==> config.mk <==
export PLATFORM = sky130hd
export DESIGN_NAME = panda_divider
export DESIGN_NICKNAME = d
export VERILOG_FILES = /design/src/rtl/panda_divider.sv
export SDC_FILE = /design/constraint.sdc
export NUM_CORES = 1
export LEC_CHECK = 0
export CORE_MARGIN = 4
export CORE_UTILIZATION = 35
export DETAILED_ROUTE_END_ITERATION = 10
export GPL_TIMING_DRIVEN = 1
export HOLD_SLACK_MARGIN = 0.08
export PLACE_DENSITY_LB_ADDON = 0.2
export SETUP_SLACK_MARGIN = 0.15
export SYNTH_ARGS = -nofsm -noshare
export SYNTH_HDL_FRONTEND = slang
export SYNTH_SLANG_ARGS = --single-unit
==> constraint.sdc <==
create_clock -name clk_i -period 5.5 [get_ports clk_i]
set_input_delay 0.825 -clock clk_i [delete_from_list [all_inputs] [get_ports clk_i]]
set_output_delay 0.825 -clock clk_i [all_outputs]
set_load 0.03 [all_outputs]
==> src/rtl/panda_divider.sv <==
// Iterative RV32M divide unit (DIV/DIVU/REM/REMU): restoring division, one quotient bit
// per cycle, valid/ready handshake on both sides.
module panda_divider #(
  parameter int unsigned Width = 32
) (
  input  logic             clk_i,
  input  logic             rst_ni,
  input  logic             flush_i,
  input  logic             valid_i,
  output logic             ready_o,
  input  logic [1:0]       op_i,
  input  logic [Width-1:0] operand_a_i,
  input  logic [Width-1:0] operand_b_i,
  output logic             valid_o,
  input  logic             ready_i,
  output logic [Width-1:0] result_o
);

  localparam int unsigned CntW = (Width > 2) ? $clog2(Width) : 1;
  localparam logic [CntW-1:0] LastCnt = CntW'(Width - 1);

  typedef enum logic [1:0] {StIdle, StCalc, StDone} state_e;

  state_e           state_q;
  logic [CntW-1:0]  cnt_q;
  logic             rem_sel_q;
  logic             neg_quo_q;
  logic             neg_rem_q;
  logic [Width-1:0] dvd_q;
  logic [Width-1:0] div_q;
  logic [Width-1:0] rem_q;
  logic [Width-1:0] result_q;

  // Accept-side decode
  logic             is_signed;
  logic             a_neg;
  logic             b_neg;
  logic [Width-1:0] a_mag;
  logic [Width-1:0] b_mag;
  logic             div_zero;
  logic             sgn_ovf;
  logic [Width-1:0] special_res;

  always_comb begin
    is_signed   = ~op_i[0];
    a_neg       = is_signed & operand_a_i[Width-1];
    b_neg       = is_signed & operand_b_i[Width-1];
    a_mag       = a_neg ? (~operand_a_i + 1'b1) : operand_a_i;
    b_mag       = b_neg ? (~operand_b_i + 1'b1) : operand_b_i;
    div_zero    = (operand_b_i == '0);
    sgn_ovf     = is_signed & (operand_a_i == {1'b1, {(Width-1){1'b0}}}) & (operand_b_i == '1);
    special_res = '0;
    if (div_zero) begin
      special_res = op_i[1] ? operand_a_i : '1;
    end else if (sgn_ovf) begin
      special_res = op_i[1] ? '0 : operand_a_i;
    end
  end

  // One restoring step; the shifted remainder keeps its carry-out bit so large
  // unsigned divisors still compare correctly.
  logic [Width:0]   rem_sh;
  logic [Width:0]   trial;
  logic             q_bit;
  logic [Width-1:0] rem_nxt;
  logic [Width-1:0] dvd_nxt;
  logic [Width-1:0] quo_fix;
  logic [Width-1:0] rem_fix;
  logic [Width-1:0] final_res;

  always_comb begin
    rem_sh    = {rem_q, dvd_q[Width-1]};
    trial     = rem_sh - {1'b0, div_q};
    q_bit     = ~trial[Width];
    rem_nxt   = q_bit ? trial[Width-1:0] : rem_sh[Width-1:0];
    dvd_nxt   = {dvd_q[Width-2:0], q_bit};
    quo_fix   = neg_quo_q ? (~dvd_nxt + 1'b1) : dvd_nxt;
    rem_fix   = neg_rem_q ? (~rem_nxt + 1'b1) : rem_nxt;
    final_res = rem_sel_q ? rem_fix : quo_fix;
  end

  always_ff @(posedge clk_i or negedge rst_ni) begin
    if (!rst_ni) begin
      state_q   <= StIdle;
      cnt_q     <= '0;
      rem_sel_q <= 1'b0;
      neg_quo_q <= 1'b0;
      neg_rem_q <= 1'b0;
      dvd_q     <= '0;
      div_q     <= '0;
      rem_q     <= '0;
      result_q  <= '0;
    end else if (flush_i) begin
      state_q <= StIdle;
      cnt_q   <= '0;
    end else begin
      unique case (state_q)
        StIdle: begin
          if (valid_i) begin
            rem_sel_q <= op_i[1];
            neg_quo_q <= a_neg ^ b_neg;
            neg_rem_q <= a_neg;
            dvd_q     <= a_mag;
            div_q     <= b_mag;
            rem_q     <= '0;
            cnt_q     <= '0;
            if (div_zero || sgn_ovf) begin
              result_q <= special_res;
              state_q  <= StDone;
            end else begin
              state_q <= StCalc;
            end
          end
        end
        StCalc: begin
          dvd_q <= dvd_nxt;
          rem_q <= rem_nxt;
          cnt_q <= cnt_q + 1'b1;
          if (cnt_q == LastCnt) begin
            result_q <= final_res;
            cnt_q    <= '0;
            state_q  <= StDone;
          end
        end
        StDone: begin
          if (ready_i) begin
            state_q <= StIdle;
          end
        end
        default: state_q <= StIdle;
      endcase
    end
  end

  assign ready_o  = (state_q == StIdle);
  assign valid_o  = (state_q == StDone);
  assign result_o = result_q;

endmodule

==> metrics.txt, run 1 <==
Setup violations, final 0; initial antenna violation count 1; Die Y 191 µm; n_diodes 0; Setup crit end kind flip-flop; clk buf depth 2; core area 32800 µm²; number of synthesized flops with an enable pin 0; Synth Net Count 1645; Fin. Hold Viols 0; largest net degree at the start of global routing 94; CP startpoint kind flip-flop; area added between synthesis and finish 17.6%; I/O Pins 105; most frequent cell after synthesis nand2_1; Yosys reg bits 138; # DRC 0; Worst-Margin Slew 1.20 ns; setup bufs post-CTS 0; Die Area 36400 µm²; Worst Path Required 5.79 ns; wire length per cell 19.8 µm; Clock Latency Late Sink 0.44 ns; TritonCTS clock tree yes; buffers added on ports 104; CP Data Arrival Time 5.25 ns; commonest cells in the netlist nand2_1, a21oi_1, o21ai_0; Synth area leader dfrtp_1; share of the synthesized area in the top cell type 29.5%; clock skew 0.0198 ns; Sink Count 138; ys async rst share 100%; Core Rows 66; grt ovf 0; Final Non-Filler Cells 2043; vias per cell 5.69; vias 11600; Critical path buffers and inverters 2; Final Cycle Share 90.1%; Detailed Route Iter0 Violations 1104; maximum vdd drop 0.461 mV; fill count 3362; Cells after Synth 1534; Yosys cell types 84; FF-to-FF setup slack 0.54 ns; setup TNS 0 ns; RSZ-0062 raised after global routing no; Avg Inst Size Synth 7.63 µm²; Hold Crit Class flip-flop to flip-flop; top cells by area, synth dfrtp_1, a21oi_1, o21ai_0; Die Span X 191 µm; Top delay family on crit path compound AO/OA/AOI/OAI gates; CP max-delay cell nor4_1; RR Startpoint dvd_q[31]; first-pass GRT wire length 63000 µm; status complete, no violations; Primary FF master, synth dfrtp_1; max_cap viols 0; critical path type flip-flop to flip-flop; critical path cell sequence inv_1, ha_1, fa_1, nand2b_1, a21o_1, a31oi_1, a21boi_2, o2bb2ai_1, nor2_2, buf_4, nor4_1, o21ai_2, or4_1, o311a_1, a211oi_1, a221oi_1; DRT Pass-1 Iters 8; R2R Path End result_o[31]; mapped cell area 11700 µm²; total wire length 40500 µm; Max Clk Rate 202 MHz; yosys synthesis warning count 0; layout cells sized above 1 5.37%; worst-path maximum fanout 33; Cell Pwr Density 532 nW/µm²; Slew headroom 19.9%; vias in the first global route 11000; Final Max Tran Viols 0; Starting Density 35.7%; sequential share of the synthesized area 29.5%; Final nets 1699; CTS H-tree depth 4; Critical Path Sink result_o[31]; Tot GR Track Use 22.0%; post-route antenna net violation count 0; Worst-path clk slew 0.07 ns; Critical Path Stages 16; post-CTS sizing 0; GP Congestion 0.921; Critical path origin dvd_q[31]; FF-to-FF path depth 16; CTS Buf Count 17; cts hold-fix bufs 0; placed cells 2011; Max stage delay on crit path 0.57 ns; Final min period 4.96 ns; Root Buffer clkbuf_16; HPWL after detailed placement 30900 µm; Pleak 5.67 nW
## registers in the layout, summed over array words and instances, names as in the netlist, 2 cells and up
register	flops
cnt_q	5
state_q	2
rem_q	32
dvd_q	32
result_o	32
div_q	32
## tightest hold or removal path, stage by stage, from the launching register on
cell and delay, ns:
dfrtp_1 0.34, nand2_1 0.04, o21ai_0 0.06
## layout make-up
| class | instances | area, µm² | area share, % |
|---|---|---|---|
| Clock buffer | 21 | 460 | 3.35 |
| Multi-Input combinational cell | 1246 | 7620 | 55.4 |
| Sequential cell | 138 | 3450 | 25.1 |
| Clock inverter | 11 | 240 | 1.75 |
| Timing Repair Buffer | 124 | 1200 | 8.76 |
| Inverter | 61 | 229 | 1.66 |
| Tap cell | 442 | 553 | 4.02 |
## metrics by stage
stage                     hold slack [ns]  util [%]  setup WS, ns  total power, W  area, µm²
after floorplan                     0.450         -         0.883         0.00458      11700
after global placement              0.463      39.8         0.753         0.00587      13100
after detailed placement            0.470      39.8         0.648         0.00587      13100
after CTS                           0.483      42.0         0.588         0.00731      13800
after global routing                0.507      42.0         0.204         0.00786      13800
final                               0.480      42.0         0.543         0.00732      13800
## power breakdown
group          internal, W  switching (W)  total, W
clock             0.000922       0.000478   0.00140
combinational      0.00150        0.00265   0.00415
sequential         0.00137       0.000401   0.00177
total              0.00379        0.00353   0.00732
## routing by layer
metal	vias up	routed length [µm]	GRT usage (%)
met5	-	0	0
met4	0	521	4.12
met3	40	2450	3.77
met2	395	18800	35.4
met1	5549	18700	31.3
li1	5641	-	-
## placed cells by master (no fill, tap or decap), types with 34 or more instances in the layout
cell type	netlist	routed
xnor2_1	61	61
nor2_1	132	132
dfrtp_1	138	138
nor3_1	47	47
o31ai_1	34	34
clkdlybuf4s50_1	0	103
ha_1	39	39
a21oi_1	179	179
nand2_1	180	180
o21ai_0	161	161
xor2_1	69	69
inv_1	61	61
## worst min path at each step
| stage | from | endpoint | slack, ns | cells after the start |
|---|---|---|---|---|
| 4_1_cts | div_q[21] | div_q[21] | 0.48 | 2 |
| 5_1_grt | div_q[25] | div_q[25] | 0.51 | 2 |
| 2_1_floorplan | div_q[10] | div_q[10] | 0.45 | 2 |
| 3_3_place_gp | div_q[28] | div_q[28] | 0.46 | 2 |
| 6_report | div_q[20] | div_q[20] | 0.48 | 2 |
| 3_5_place_dp | div_q[21] | div_q[21] | 0.47 | 2 |
## kinds of logic after synthesis
family	synth area share (%)
xor gates and xnor gates	9.73
and+or+nand+nor	21.7
adders and majority gates	4.34
buffers and inverters	5.63
muxes	1.81
DFF	29.5
AOI/OAI and AO/OA	27.3
Power figures use the tool's default switching activity.
==> inputs of run 2 (changes only) <==
--- a/config.mk
+++ b/config.mk
@@ -12,6 +12,7 @@
 export HOLD_SLACK_MARGIN = 0.08
 export PLACE_DENSITY_LB_ADDON = 0.2
 export SETUP_SLACK_MARGIN = 0.15
+export SLEW_MARGIN = 20
 export SYNTH_ARGS = -nofsm -noshare
 export SYNTH_HDL_FRONTEND = slang
 export SYNTH_SLANG_ARGS = --single-unit
==> metrics.txt, run 2 (synthesis gave the netlist of run 1 again) <==
status complete, no violations; CP startpoint kind flip-flop; Critical path origin dvd_q[31]; maximum vdd drop 0.431 mV; Clock Latency Late Sink 0.44 ns; CP Data Arrival Time 5.27 ns; Die Area 36400 µm²; Hold Path Cell Cnt 2; max_cap viols 0; Final min period 4.98 ns; Die Span X 191 µm; wire length per cell 19.9 µm; CTS Buf Count 17; Hold Crit Class flip-flop to flip-flop; worst-path maximum fanout 33; busiest grt layer met2; met3 GRT Util 3.77%; clock skew 0.0149 ns; R2R Path End result_o[31]; setup TNS 0 ns; HPWL after detailed placement 30900 µm; Core Rows 66; n_diodes 0; Tot GR Track Use 22.0%; most common cell after layout, fill and taps aside nand2_1; TritonCTS clock tree yes; critical path cell sequence inv_1, ha_1, fa_1, nand2b_1, a21o_1, a31oi_1, a21boi_2, o2bb2ai_1, nor2_2, buf_4, nor4_1, o21ai_2, or4_1, o311a_1, a211oi_1, a221oi_1; area added between synthesis and finish 17.6%; Critical path buffers and inverters 2; Sink Count 138; Critical Path Stages 16; I/O Pins 105; CP max-delay cell or4_1; buffers added on ports 104; Layout Utilization 42.0%; Starting Density 35.7%; FF-to-FF setup slack 0.52 ns; Finished Cell Area 13800 µm²; Max Clk Rate 201 MHz; P_int 0.00379 W; setup bufs post-CTS 0; first-pass GRT wire length 63000 µm; Slew headroom 36.7%; DRT Pass-1 Iters 6; M1 GR Usage 31.3%; Final Max Tran Viols 0; Final Cycle Share 90.5%; initial antenna violation count 1; Final nets 1699; Root Buffer clkbuf_16; Detailed Route Iter0 Violations 950; vias 11600; core area 32800 µm²; Pleak 5.67 nW; Setup violations, final 0; Critical Path Sink result_o[31]; Clock Power Share 19.2%; cts hold-fix bufs 0; Worst-Margin Slew 0.947 ns; Top delay family on crit path compound AO/OA/AOI/OAI gates; Max stage delay on crit path 0.58 ns; clk buf depth 2; met2 usage 35.4%; Worst Path Required 5.79 ns; Setup crit end kind flip-flop; vias per cell 5.70; Post-DP Area 13100 µm²; CTS H-tree depth 4; GP Congestion 0.921; Die Y 191 µm; RSZ-0062 raised after global routing no; # DRC 0; grt ovf 0; Sw Ratio 48.3%; total wire length 40600 µm; FF-to-FF path depth 16; Net Sw Power 0.00354 W; commonest non-fill, non-tap cells in the layout nand2_1, a21oi_1, o21ai_0, dfrtp_1, nor2_1; vias in the first global route 11000; Final Hold Slack 0.480 ns; Cell Pwr Density 532 nW/µm²; post-CTS sizing 0; Worst-path clk slew 0.07 ns; layout cells sized above 1 5.56%; critical path type flip-flop to flip-flop; post-route antenna net violation count 0; Fin. Hold Viols 0; Reg power frac 24.2%; RR Startpoint dvd_q[31]; combinational power share 56.6%; largest net degree at the start of global routing 94
-- run 2: tightest hold or removal path, delay by kind of cell (launching register included) --
kind / cells / cell delay, ns
AO/OA/AOI/OAI: 1 / 0.06
flip-flops: 1 / 0.34
AND/OR/NAND/NOR: 1 / 0.04
-- run 2: cell type report --
type,instances,area [µm²]
Inverter,61,229
Multi-Input combinational cell,1246,7630
Clock inverter,11,240
Timing Repair Buffer,124,1200
Sequential cell,138,3450
Fill cell,3364,19000
Tap cell,442,553
Clock buffer,21,460
-- run 2: per-layer routing --
metal,part of all wire [%],wire (µm),up-vias
li1,-,-,5637
met1,47,18900,5579
met2,46,18800,385
met3,5.9,2400,37
met4,1.3,537,0
met5,0,0,-
-- run 2: power by group through the flow --
stage | Combinational, W | Sequential [W] | Clock, W
global placement | 0.00409 | 0.00178 | 0
floorplan | 0.00278 | 0.00180 | 0
CTS | 0.00412 | 0.00177 | 0.00143
detailed placement | 0.00409 | 0.00178 | 0
global route | 0.00456 | 0.00183 | 0.00147
finish | 0.00415 | 0.00177 | 0.00141
-- run 2: worst min path at each step --
stage / start / to / slack [ns]
after floorplan: div_q[10] / div_q[10] / 0.45
after global placement: div_q[28] / div_q[28] / 0.46
after detailed placement: div_q[21] / div_q[21] / 0.47
after CTS: div_q[21] / div_q[21] / 0.48
after global routing: div_q[25] / div_q[25] / 0.51
final: div_q[20] / div_q[20] / 0.48
-- run 2: through the flow --
step	setup slack (ns)	total power (W)	std cells
after floorplan	0.883	0.00458	1534
after CTS	0.588	0.00731	2043
after global placement	0.753	0.00587	2011
after global routing	0.204	0.00786	2043
after detailed placement	0.648	0.00587	2011
final	0.523	0.00733	2043
==> inputs of run 3 (changes only) <==
--- a/config.mk
+++ b/config.mk
@@ -7,10 +7,12 @@
 export LEC_CHECK = 0
 export CORE_MARGIN = 4
 export CORE_UTILIZATION = 35
+export CTS_CLUSTER_SIZE = 30
 export DETAILED_ROUTE_END_ITERATION = 10
 export GPL_TIMING_DRIVEN = 1
 export HOLD_SLACK_MARGIN = 0.08
 export PLACE_DENSITY_LB_ADDON = 0.2
+export REMOVE_ABC_BUFFERS = 1
 export SETUP_SLACK_MARGIN = 0.15
 export SLEW_MARGIN = 20
 export SYNTH_ARGS = -nofsm -noshare
==> metrics.txt, run 3 (synthesis gave the netlist of run 1 again) <==
setup bufs post-CTS 0; RSZ-0062 raised after global routing no; vias in the first global route 11200; Clock Latency Late Sink 0.44 ns; Post-DP Area 13100 µm²; Die Area 36400 µm²; Detailed Route Iter0 Violations 1010; grt ovf 0; post-route antenna net violation count 0; placed cells 2011; most common cell after layout, fill and taps aside nand2_1; Sink Count 138; core area 32800 µm²; CP startpoint kind flip-flop; total wire length 38600 µm; Tot GR Track Use 21.3%; Layout Utilization 41.7%; maximum vdd drop 0.421 mV; CTS H-tree depth 4; Die Y 191 µm; TritonCTS clock tree yes; Final Non-Filler Cells 2044; commonest non-fill, non-tap cells in the layout nand2_1, a21oi_1, o21ai_0, dfrtp_1, nor2_1; clk buf depth 2; Slew headroom 26.4%; critical path type flip-flop to flip-flop; Die Span X 191 µm; Setup crit end kind flip-flop; FF-to-FF setup slack 0.50 ns; Max Clk Rate 200 MHz; first-pass GRT wire length 62100 µm; Setup violations, final 0; wire length per cell 18.9 µm; I/O Pins 105; vias per cell 5.61; layout cells sized above 1 5.49%; Pleak 5.62 nW; pre-CTS WS 0.615 ns; HPWL after detailed placement 29200 µm; Cell Pwr Density 511 nW/µm²; post-CTS sizing 0; Core Rows 66; buffers added on ports 104; initial antenna violation count 0; CP Data Arrival Time 5.32 ns; status complete, no violations; area added between synthesis and finish 16.8%; Starting Density 35.7%; Final nets 1700; DRT Pass-1 Iters 7; setup slack after layout 0.502 ns; GP Congestion 0.890; Worst-Margin Slew 1.10 ns; Final Hold Slack 0.462 ns; Final Max Tran Viols 0; Finished Cell Area 13700 µm²; cts hold-fix bufs 0; worst-path maximum fanout 30; Fin. Hold Viols 0; max_cap viols 0; Final Cycle Share 90.9%; clock skew 0.0128 ns; Root Buffer clkbuf_16; n_diodes 0; Worst Path Required 5.83 ns; # DRC 0; Final min period 5.00 ns; Worst-path clk slew 0.07 ns; largest net degree at the start of global routing 81; vias 11500; CTS Buf Count 17; Hold Crit Class primary input to async pin
-- run 3: stage by stage --
stage	TNS [ns]	power (W)
final	0	0.00699
after global routing	0	0.00758
after CTS	0	0.00699
after detailed placement	0	0.00577
after global placement	0	0.00574
after floorplan	-1.29	0.00444
-- run 3: final cells by class --
cell class | count | area [µm²]
Clock buffer | 20 | 447
Sequential cell | 138 | 3450
Multi-Input combinational cell | 1246 | 7620
Tap cell | 442 | 553
Clock inverter | 12 | 139
Timing Repair Buffer | 125 | 1230
Inverter | 61 | 229
Fill cell | 3343 | 19100
-- run 3: worst max-delay path, stage by stage (launching register included) --
cell and delay [ns]:
dfrtp_1 0.41, inv_1 0.07, ha_1 0.23, fa_1 0.42, nand2b_1 0.20, a21o_1 0.21, a31oi_1 0.31, a21boi_2 0.14
o2bb2ai_1 0.48, nor2_2 0.10, inv_1 0.38, buf_4 0.38, a21oi_1 0.19, or4b_2 0.70, o31ai_1 0.26, xor2_1 0.10
a221oi_1 0.32
-- run 3: final timing paths --
check | depth (start not counted) | endpoint | from
hold reg to reg | 2 | result_o[0] | result_o[0]
setup / recovery | 16 | result_o[30] | dvd_q[31]
max in group asynchronous | 2 | neg_rem_q | rst_ni
setup reg to reg | 16 | result_o[30] | dvd_q[31]
min in group clk_i | 2 | result_o[0] | result_o[0]
hold / removal | 1 | div_q[16] | rst_ni
-- run 3: metal layers --
metal  GRT usage, %  routed length [µm]
met1           29.1               17800
met2           35.2               18300
met3           3.41                1740
met4           5.19                 680
met5              0                   0
-- run 3: where the power goes --
group	internal, W	switching, W
sequential	0.00137	0.000391
combinational	0.00150	0.00253
clock	0.000686	0.000510
